File: src/rtl/memoria_principal_responder.sv
// Main-memory responder: fixed-latency line-fill reads over a valid/ready pair,
// plus a one-entry posted write-back buffer with read-after-write forwarding.
module memoria_principal_responder #(
  parameter int unsigned ADDR_WIDTH = 6,
  parameter int unsigned DATA_WIDTH = 16,
  parameter int unsigned LATENCY    = 3,
  parameter string       INIT_FILE  = ""
) (
  input  logic                  clock,
  input  logic                  reset,
  input  logic                  req_valid,
  output logic                  req_ready,
  input  logic                  req_write,
  input  logic [ADDR_WIDTH-1:0] req_addr,
  input  logic [DATA_WIDTH-1:0] req_wdata,
  output logic                  resp_valid,
  input  logic                  resp_ready,
  output logic [DATA_WIDTH-1:0] resp_rdata,
  output logic                  busy
);

  localparam int unsigned DEPTH = 1 << ADDR_WIDTH;
  localparam int unsigned CNT_W = 4;
  localparam logic [CNT_W-1:0] RD_CNT_INIT = CNT_W'(LATENCY - 1);
  localparam logic [CNT_W-1:0] WB_CNT_INIT = CNT_W'(LATENCY);
  localparam logic [CNT_W-1:0] CNT_ONE     = CNT_W'(1);

  if (LATENCY < 1 || LATENCY > 15) begin : g_bad_latency
    $error("memoria_principal_responder: LATENCY must be within 1..15");
  end

  if (INIT_FILE != "") begin : g_init_file
    $warning("memoria_principal_responder: INIT_FILE image not loaded; ramp image used");
  end

  typedef enum logic [1:0] {
    RD_IDLE,
    RD_WAIT,
    RD_RESP
  } rd_state_e;

  typedef logic [DATA_WIDTH-1:0] mem_t [DEPTH];

  // Power-up image: the ramp mem[i] = i+1.
  function automatic mem_t mem_image();
    mem_t m;
    for (int unsigned i = 0; i < DEPTH; i++) begin
      m[i] = DATA_WIDTH'(i + 1);
    end
    return m;
  endfunction

  mem_t mem = mem_image();

  rd_state_e             rd_state_q, rd_state_d;
  logic [CNT_W-1:0]      rd_cnt_q, rd_cnt_d;
  logic [ADDR_WIDTH-1:0] rd_addr_q, rd_addr_d;
  logic                  resp_valid_q, resp_valid_d;
  logic [DATA_WIDTH-1:0] resp_rdata_q, resp_rdata_d;
  logic                  busy_q, busy_d;

  logic                  wb_valid_q, wb_valid_d;
  logic [CNT_W-1:0]      wb_cnt_q, wb_cnt_d;
  logic [ADDR_WIDTH-1:0] wb_addr_q, wb_addr_d;
  logic [DATA_WIDTH-1:0] wb_data_q, wb_data_d;
  logic                  mem_we;

  logic                  rd_accept;
  logic                  wr_accept;
  logic [ADDR_WIDTH-1:0] cap_addr;
  logic [DATA_WIDTH-1:0] cap_data;

  // A pending write only blocks another write; reads may overlap the drain.
  assign req_ready  = (rd_state_q == RD_IDLE) && !(wb_valid_q && req_write);
  assign rd_accept  = req_valid && req_ready && !req_write;
  assign wr_accept  = req_valid && req_ready && req_write;

  assign resp_valid = resp_valid_q;
  assign resp_rdata = resp_rdata_q;
  assign busy       = busy_q;

  // Capture source; LATENCY=1 samples straight off the request address.
  always_comb begin
    cap_addr = (rd_state_q == RD_IDLE) ? req_addr : rd_addr_q;
    cap_data = mem[cap_addr];
    if (wb_valid_q && (wb_addr_q == cap_addr)) begin
      cap_data = wb_data_q;
    end
  end

  // Read FSM next state and response register.
  always_comb begin
    rd_state_d   = rd_state_q;
    rd_cnt_d     = rd_cnt_q;
    rd_addr_d    = rd_addr_q;
    resp_rdata_d = resp_rdata_q;
    unique case (rd_state_q)
      RD_IDLE: begin
        if (rd_accept) begin
          rd_addr_d = req_addr;
          if (LATENCY == 1) begin
            resp_rdata_d = cap_data;
            rd_state_d   = RD_RESP;
          end else begin
            rd_cnt_d   = RD_CNT_INIT;
            rd_state_d = RD_WAIT;
          end
        end
      end
      RD_WAIT: begin
        rd_cnt_d = rd_cnt_q - CNT_ONE;
        if (rd_cnt_q == CNT_ONE) begin
          resp_rdata_d = cap_data;
          rd_state_d   = RD_RESP;
        end
      end
      RD_RESP: begin
        if (resp_ready) begin
          rd_state_d = RD_IDLE;
        end
      end
      default: rd_state_d = RD_IDLE;
    endcase
  end

  // Posted write buffer: drains into the array LATENCY edges after acceptance.
  always_comb begin
    wb_valid_d = wb_valid_q;
    wb_cnt_d   = wb_cnt_q;
    wb_addr_d  = wb_addr_q;
    wb_data_d  = wb_data_q;
    mem_we     = 1'b0;
    if (wb_valid_q) begin
      wb_cnt_d = wb_cnt_q - CNT_ONE;
      if (wb_cnt_q == CNT_ONE) begin
        mem_we     = 1'b1;
        wb_valid_d = 1'b0;
      end
    end
    if (wr_accept) begin
      wb_valid_d = 1'b1;
      wb_cnt_d   = WB_CNT_INIT;
      wb_addr_d  = req_addr;
      wb_data_d  = req_wdata;
    end
  end

  always_comb begin
    resp_valid_d = (rd_state_d == RD_RESP);
    busy_d       = (rd_state_d != RD_IDLE) || wb_valid_d;
  end

  always_ff @(posedge clock or negedge reset) begin
    if (!reset) begin
      rd_state_q   <= RD_IDLE;
      rd_cnt_q     <= '0;
      rd_addr_q    <= '0;
      resp_valid_q <= 1'b0;
      resp_rdata_q <= '0;
      busy_q       <= 1'b0;
      wb_valid_q   <= 1'b0;
      wb_cnt_q     <= '0;
      wb_addr_q    <= '0;
      wb_data_q    <= '0;
    end else begin
      rd_state_q   <= rd_state_d;
      rd_cnt_q     <= rd_cnt_d;
      rd_addr_q    <= rd_addr_d;
      resp_valid_q <= resp_valid_d;
      resp_rdata_q <= resp_rdata_d;
      busy_q       <= busy_d;
      wb_valid_q   <= wb_valid_d;
      wb_cnt_q     <= wb_cnt_d;
      wb_addr_q    <= wb_addr_d;
      wb_data_q    <= wb_data_d;
    end
  end

  // Storage array is never reset.
  always_ff @(posedge clock) begin
    if (mem_we) begin
      mem[wb_addr_q] <= wb_data_q;
    end
  end

endmodule

File: config.mk
export PLATFORM = sky130hd
export DESIGN_NAME = memoria_principal_responder
export DESIGN_NICKNAME = d
export VERILOG_FILES = /design/src/rtl/memoria_principal_responder.sv
export SDC_FILE = /design/constraint.sdc
export NUM_CORES = 1
export LEC_CHECK = 0
export CAP_MARGIN = 5
export CORE_MARGIN = 2
export CORE_UTILIZATION = 60
export CTS_BUF_LIST = sky130_fd_sc_hd__clkbuf_8
export CTS_CLUSTER_SIZE = 40
export DETAILED_ROUTE_END_ITERATION = 6
export PLACE_DENSITY = 0.77
export SLEW_MARGIN = 20
export SYNTH_ARGS = -nofsm -noshare
export SYNTH_HDL_FRONTEND = slang
export SYNTH_SLANG_ARGS = --single-unit
export TNS_END_PERCENT = 1
File: constraint.sdc
create_clock -name clock -period 5.49 [get_ports clock]
set_input_delay 1.098 -clock clock [delete_from_list [all_inputs] [get_ports clock]]
set_output_delay 1.098 -clock clock [all_outputs]
set_load 0.02 [all_outputs]
==> results of run 1 <==
-- through the flow --
| stage | worst slack, ns | cell area (µm²) | hold WS [ns] |
|---|---|---|---|
| after floorplan | 2.502 | 43410 | 0.4878 |
| after global placement | 0.4997 | 45380 | 0.5015 |
| after detailed placement | 0.4331 | 45380 | 0.5008 |
| after CTS | 1.181 | 48450 | 0.4632 |
| after global routing | 0.9826 | 48470 | 0.5077 |
| final | 1.042 | 48480 | 0.4782 |
-- logic make-up (layout without fill, tap and decap cells) --
group           count (synthesis)  in the layout  share of synthesized area [%]
flops                        1081           1081                          74.12
buf+inv                       239            508                          2.398
other cells                     0              4                              0
simple gates                  873            873                          9.737
compound gates                573            573                          10.77
fa+ha+maj                       4              4                         0.1153
xor+xnor                        7              7                         0.1412
mux                           113            113                          2.715
-- worst paths after layout --
check,slack (ns),start,to,depth (start not counted)
worst max-delay path,1.04,rd_state_q[0]$_DFF_PN0_,resp_rdata[13]$_DFFE_PN0P_,9
worst min-delay path,0.48,reset,wb_data_q[8]$_DFFE_PN0P_,2
worst max register to register,1.04,rd_state_q[0]$_DFF_PN0_,resp_rdata[13]$_DFFE_PN0P_,9
worst min register to register,0.51,wb_data_q[3]$_DFFE_PN0P_,wb_data_q[3]$_DFFE_PN0P_,1
max in group asynchronous,4.31,reset,busy$_DFF_PN0_,2
min in group clock,0.51,wb_data_q[3]$_DFFE_PN0P_,wb_data_q[3]$_DFFE_PN0P_,1
-- synthesized netlist by cell type, drive strengths merged, types with 15 or more instances --
master / instances
edfxtp: 1024
nand2: 404
and3: 268
a211oi: 204
clkbuf: 124
buf: 107
nor2: 99
mux2i: 84
a311oi: 65
dfrtp: 57
a2111oi: 34
nor4: 34
a221oi: 32
a311o: 30
a32o: 30
o21ai: 29
mux2: 28
nand3: 24
a32oi: 18
a31oi: 17
a22o: 16
a41o: 16
o2111ai: 16
o31a: 16
o31ai: 15
o41ai: 15
-- state kept, by name, summed over array words and instances (netlist names) --
register and flops:
rd_state_q 2, resp_rdata 16, rd_addr_q 6, mem 1024, busy 1, wb_cnt_q 4
wb_valid_q 1, resp_valid 1, rd_cnt_q 4, wb_data_q 16, wb_addr_q 6
-- routing by layer --
layer | share of wire [%] | routed length, µm | vias to the layer above
met4 | 3.4 | 4018 | 0
met3 | 13 | 15340 | 278
li1 | - | - | 11784
met2 | 47 | 54900 | 1948
met1 | 37 | 42700 | 13844
met5 | 0 | 0 | -
-- where the power goes --
| group | internal [mW] | switching (mW) |
|---|---|---|
| Sequential | 10.4 | 0.860 |
| Combinational | 3.43 | 7.63 |
| Clock | 3.11 | 3.08 |
-- worst max-delay path, delay by kind of cell, from the launching register on --
kind	cells	cell delay (ns)
AOI/OAI and AO/OA	4	1.39
and+or+nand+nor	3	1.21
buffers and inverters	2	0.85
DFF	1	0.81
-- layout make-up --
class / instances / area, µm²
flip-flops and latches: 1081 / 32200
fillers: 4678 / 23130
multi-input cells: 1570 / 10280
clock buffers: 178 / 2450
repair buffers: 198 / 1698
well taps: 950 / 1189
clock inverters: 124 / 623.1
inverters: 8 / 30.03
diodes: 4 / 10.01
==> results.sh, run 1 <==
export IMPL_status="finished clean"
export IMPL_holdBufCountCts=0
export IMPL_tightest_slew_ns=1.090
export IMPL_period_share_pct=81.02
export IMPL_crit_fanout=60
export IMPL_route_detailed_drc=0
export IMPL_slew_limit_headroom_pct=27.11
export IMPL_hp_class="primary input to asynchronous set/reset pin"
export IMPL_die_area_um2=74510
export IMPL_yosysTopAreaCell="edfxtp_1"
export IMPL_io_pins=46
export IMPL_start_kind="flop"
export IMPL_cts_max_path_buffers=3
export IMPL_fin_util_pct=67.69
export IMPL_grt_usage_pct=31.43
export IMPL_instances_no_fill=4113
export IMPL_ant_nets=0
export IMPL_use_met1_pct=43.46
export IMPL_antenna_found_initial=1
export IMPL_slowest_stage="a221oi_1"
export IMPL_grt_pass1_vias=27087
export IMPL_drtIter0Drc=4688
export IMPL_maxCapViolCount=0
export IMPL_netlist_area_um2=43410
export IMPL_cts_resized=0
export IMPL_synth_nets=2921
export IMPL_cts_root_buf="clkbuf_8"
export IMPL_cts_tree="built"
export IMPL_cts_clk_slew_worst_paths_ns=0.06
export IMPL_fin_tns_setup_ns=0
export IMPL_htreeDepth=4
export IMPL_drive_gt1_share_pct=13.68
export IMPL_yosysTopAreaCellShare_pct=70.84
export IMPL_grt_overflow=0
export IMPL_wire_per_inst_um=28.44
export IMPL_grt_max_degree=188
export IMPL_hold_viol_final=0
export IMPL_critical_path_max_stage_delay_ns=0.82
export IMPL_crit_chain="or3b_1 > buf_4 > nand2_4 > nor2_2 > buf_4 > a32oi_1 > a22o_1 > a221oi_1 > a31oi_1"
export IMPL_rsz0062_at_grt="no"
export IMPL_synth_edff_count=1024
export IMPL_postCtsSetupBuffers=0
export IMPL_die_width_um=273.0
export IMPL_layout_cells_most_common_list="edfxtp_1 (1024), nand2_1 (401), and3_1 (268)"
export IMPL_ys_top_cells_by_area="edfxtp_1 (71%), and3_1 (3.9%), a211oi_1 (3.5%)"
export IMPL_use_met3_pct=8.470
export IMPL_final_common_cell="edfxtp_1"
export IMPL_dr_pass1_iters=6
export IMPL_met2_usage_pct=48.39
export IMPL_viasPerCell=6.772
export IMPL_yosysUniqueCellTypes=65
export IMPL_ys_seq_area_share_pct=74.12
export IMPL_path_class="flop to flop"
export IMPL_dp_cells=3806
export IMPL_io_buffers=45
export IMPL_max_freq_mhz=224.8
export IMPL_dp_hpwl_um=67140
export IMPL_finalPower_mw=28.55
export IMPL_postSynthAreaPerCell_um2=15.02
export IMPL_cp_required_ns=6.15
export IMPL_grt_first_pass_wirelength_um=172600
export IMPL_syn_inst=2890
export IMPL_die_h_um=273.0
export IMPL_coreArea_um2=71610
export IMPL_cts_made_buffers=167
export IMPL_drt_wl_total_um=117000
export IMPL_vias=27854
export IMPL_ys_flop_type="edfxtp_1"
export IMPL_skew_ns=0.05489
export IMPL_start_util_pct=60.62
export IMPL_cts_sinks=1081
export IMPL_end_kind="flop"
export IMPL_setup_viol=0
export IMPL_ir_worst_vdd_mv=0.6547
export IMPL_syn_to_final_growth_pct=11.67
export IMPL_gp_congestion=0.8943
export IMPL_crit_arrival_ns=5.10
export IMPL_synth_seq_cells=1081
export IMPL_row_count=98
export IMPL_grt_busiest_layer="met2"
export IMPL_power_density_nw_per_um2=589.0
export IMPL_period_needed_ns=4.448
export IMPL_critPathMostFrequentCell="buf_4"
export IMPL_power_leakage_nw=16.81
export IMPL_async_flop_share_pct=5.273
export IMPL_worstSkewPairLatency_ns=0.84
export IMPL_fin_nets=3057
export IMPL_yosys_warnings=0
export IMPL_slew_violations=0
(Power assumes the default switching activity.)
==> inputs of run 2 (changes only) <==
==> constraint.sdc (replaced) <==
create_clock -name clock -period 4.1 [get_ports clock]
set_input_delay 0.82 -clock clock [delete_from_list [all_inputs] [get_ports clock]]
set_output_delay 0.82 -clock clock [all_outputs]
set_load 0.02 [all_outputs]
==> results.sh, run 2 (synthesis results as in run 1) <==
export IMPL_gp_congestion=0.9151
export IMPL_coreArea_um2=71610
export IMPL_cp_num_buf_inv=2
export IMPL_cts_tree="built"
export IMPL_io_pins=46
export IMPL_cts_root_buf="clkbuf_8"
export IMPL_netSwitchingFraction_pct=40.04
export IMPL_fin_tns_setup_ns=0
export IMPL_grt_first_pass_wirelength_um=175500
export IMPL_cts_resized=0
export IMPL_cp_required_ns=4.74
export IMPL_fill_cells=4663
export IMPL_crit_chain="o21ai_4 > nand2_8 > buf_12 > buf_4 > a2111oi_0 > a41o_1 > nor4_1 > o31ai_1 > a31oi_1"
export IMPL_row_count=98
export IMPL_hp_class="primary input to asynchronous set/reset pin"
export IMPL_ir_worst_vdd_mv=0.9172
export IMPL_route_detailed_drc=0
export IMPL_fin_nets=3148
export IMPL_slew_violations=0
export IMPL_critical_path_max_stage_delay_ns=0.81
export IMPL_seq_area_um2=32200
export IMPL_dr_pass1_iters=6
export IMPL_postCtsSetupBuffers=0
export IMPL_tightest_slew_ns=1.126
export IMPL_drtIter0Drc=4276
export IMPL_grt_max_degree=84
export IMPL_finalPower_mw=39.56
export IMPL_die_h_um=273.0
export IMPL_status="finished clean"
export IMPL_antenna_found_initial=5
export IMPL_seq_power_share_pct=39.5
export IMPL_period_needed_ns=3.772
export IMPL_vias=28270
export IMPL_largest_register="mem"
export IMPL_power_leakage_nw=17.38
export IMPL_start_kind="flop"
export IMPL_htreeDepth=4
export IMPL_final_common_cell="edfxtp_1"
export IMPL_wire_per_inst_um=28.38
export IMPL_grt_usage_pct=32.13
export IMPL_cts_clk_slew_worst_paths_ns=0.06
export IMPL_start_util_pct=60.62
export IMPL_dp_cells=3898
export IMPL_max_freq_mhz=265.1
export IMPL_dp_hpwl_um=71610
export IMPL_share_comb_of_total_power_pct=39.8
export IMPL_largest_reg_flops=1024
export IMPL_skew_ns=0.04824
export IMPL_grt_overflow=0
export IMPL_holdBufCountCts=0
export IMPL_slowest_stage="o31ai_1"
export IMPL_die_width_um=273.0
export IMPL_cts_max_path_buffers=3
export IMPL_hold_viol_final=0
export IMPL_die_area_um2=74510
export IMPL_rsz0062_at_grt="no"
export IMPL_instances_no_fill=4197
export IMPL_worstSkewPairLatency_ns=0.84
export IMPL_placed_area_um2=46340
export IMPL_path_class="flop to flop"
export IMPL_power_switching_mw=15.84
export IMPL_setup_viol=0
export IMPL_viasPerCell=6.736
export IMPL_syn_to_final_growth_pct=13.71
export IMPL_multi_input_area_um2=10260
export IMPL_maxCapViolCount=0
export IMPL_power_density_nw_per_um2=801.5
export IMPL_crit_fanout=64
export IMPL_end_kind="flop"
export IMPL_final_area_um2=49360
export IMPL_critical_path_top_delay_family="compound AO/OA/AOI/OAI gates"
export IMPL_slew_limit_headroom_pct=24.22
export IMPL_ant_nets=0
export IMPL_crit_arrival_ns=4.42
export IMPL_internal_power_mw=23.72
export IMPL_io_buffers=45
export IMPL_cts_sinks=1081
export IMPL_grt_pass1_vias=27421
export IMPL_drive_gt1_share_pct=15.77
export IMPL_layout_cells_most_common_list="edfxtp_1 (1024), nand2_1 (401), and3_1 (268)"
export IMPL_cts_made_buffers=167
export IMPL_period_share_pct=92.00
export IMPL_clockPowerShare_pct=20.6
export IMPL_drt_wl_total_um=119100
==> run 2: cell count changes in the layout (fill, tap and decap cells not counted), moves of 2 or more <==
| cell | before | now |
|---|---|---|
| buf_12 | 8 | 31 |
| clkinv_1 | 36 | 25 |
| nor2_2 | 10 | 5 |
| diode_2 | 4 | 1 |
| inv_6 | 1 | 4 |
| buf_4 | 144 | 214 |
| nor2_1 | 87 | 92 |
| clkinvlp_4 | 1 | 3 |
| inv_8 | 5 | 3 |
| clkinv_2 | 17 | 10 |
| inv_1 | 67 | 80 |
==> run 2: path summary, 6_finish.rpt <==
| path | slack, ns | to | start | depth (start not counted) |
|---|---|---|---|---|
| min in group clock | 0.55 | rd_addr_q[4]$_DFFE_PN0P_ | rd_addr_q[4]$_DFFE_PN0P_ | 1 |
| max | 0.33 | resp_rdata[2]$_DFFE_PN0P_ | rd_state_q[0]$_DFF_PN0_ | 9 |
| max in group asynchronous | 3.25 | rd_cnt_q[3]$_DFFE_PN0P_ | reset | 2 |
| min | 0.0008 | wb_data_q[13]$_DFFE_PN0P_ | reset | 1 |
| min reg2reg | 0.55 | rd_addr_q[4]$_DFFE_PN0P_ | rd_addr_q[4]$_DFFE_PN0P_ | 1 |
| max reg2reg | 0.33 | resp_rdata[2]$_DFFE_PN0P_ | rd_state_q[0]$_DFF_PN0_ | 9 |
==> run 2: worst reg2reg max path: stages, from the launching register on <==
cell	delay [ns]
dfrtp_1	0.53
o21ai_4	0.51
nand2_8	0.27
buf_12	0.29
buf_4	0.32
a2111oi_0	0.42
a41o_1	0.21
nor4_1	0.06
o31ai_1	0.81
a31oi_1	0.16
==> run 2: cell type report <==
cell class,count,area share (%)
diodes,1,0.005070
clock buffers,178,4.963
clock inverters,120,1.151
inverters,8,0.06083
multi-input cells,1570,20.78
flip-flops and latches,1081,65.23
well taps,950,2.408
repair buffers,289,5.404
==> run 2: stage by stage <==
step / setup slack (ns) / util [%] / hold slack, ns
2_1_floorplan: 1.390 / - / 0.4878
3_3_place_gp: -0.1051 / 64.71 / 0.5057
3_5_place_dp: -0.2524 / 64.71 / 0.5346
4_1_cts: 0.4135 / 68.92 / 0.1540
5_1_grt: 0.2646 / 68.93 / 0.002606
6_report: 0.3281 / 68.93 / 0.0008250
==> run 2: per-layer routing <==
layer	part of all wire, %	vias up	GRT usage, %
li1	-	11975	-
met1	37	14046	45.19
met2	46	1976	49.05
met3	13	265	8.461
met4	3.1	8	11.45
met5	0.036	-	0
==> run 2: power by group through the flow <==
stage,Sequential (mW),Combinational (mW),Clock (mW)
6_report,15.6,15.8,8.16
5_1_grt,15.7,16.4,8.69
2_1_floorplan,15.3,8.42,0
3_5_place_dp,15.8,15.2,0
3_3_place_gp,15.7,14.8,0
4_1_cts,15.5,15.3,8.23
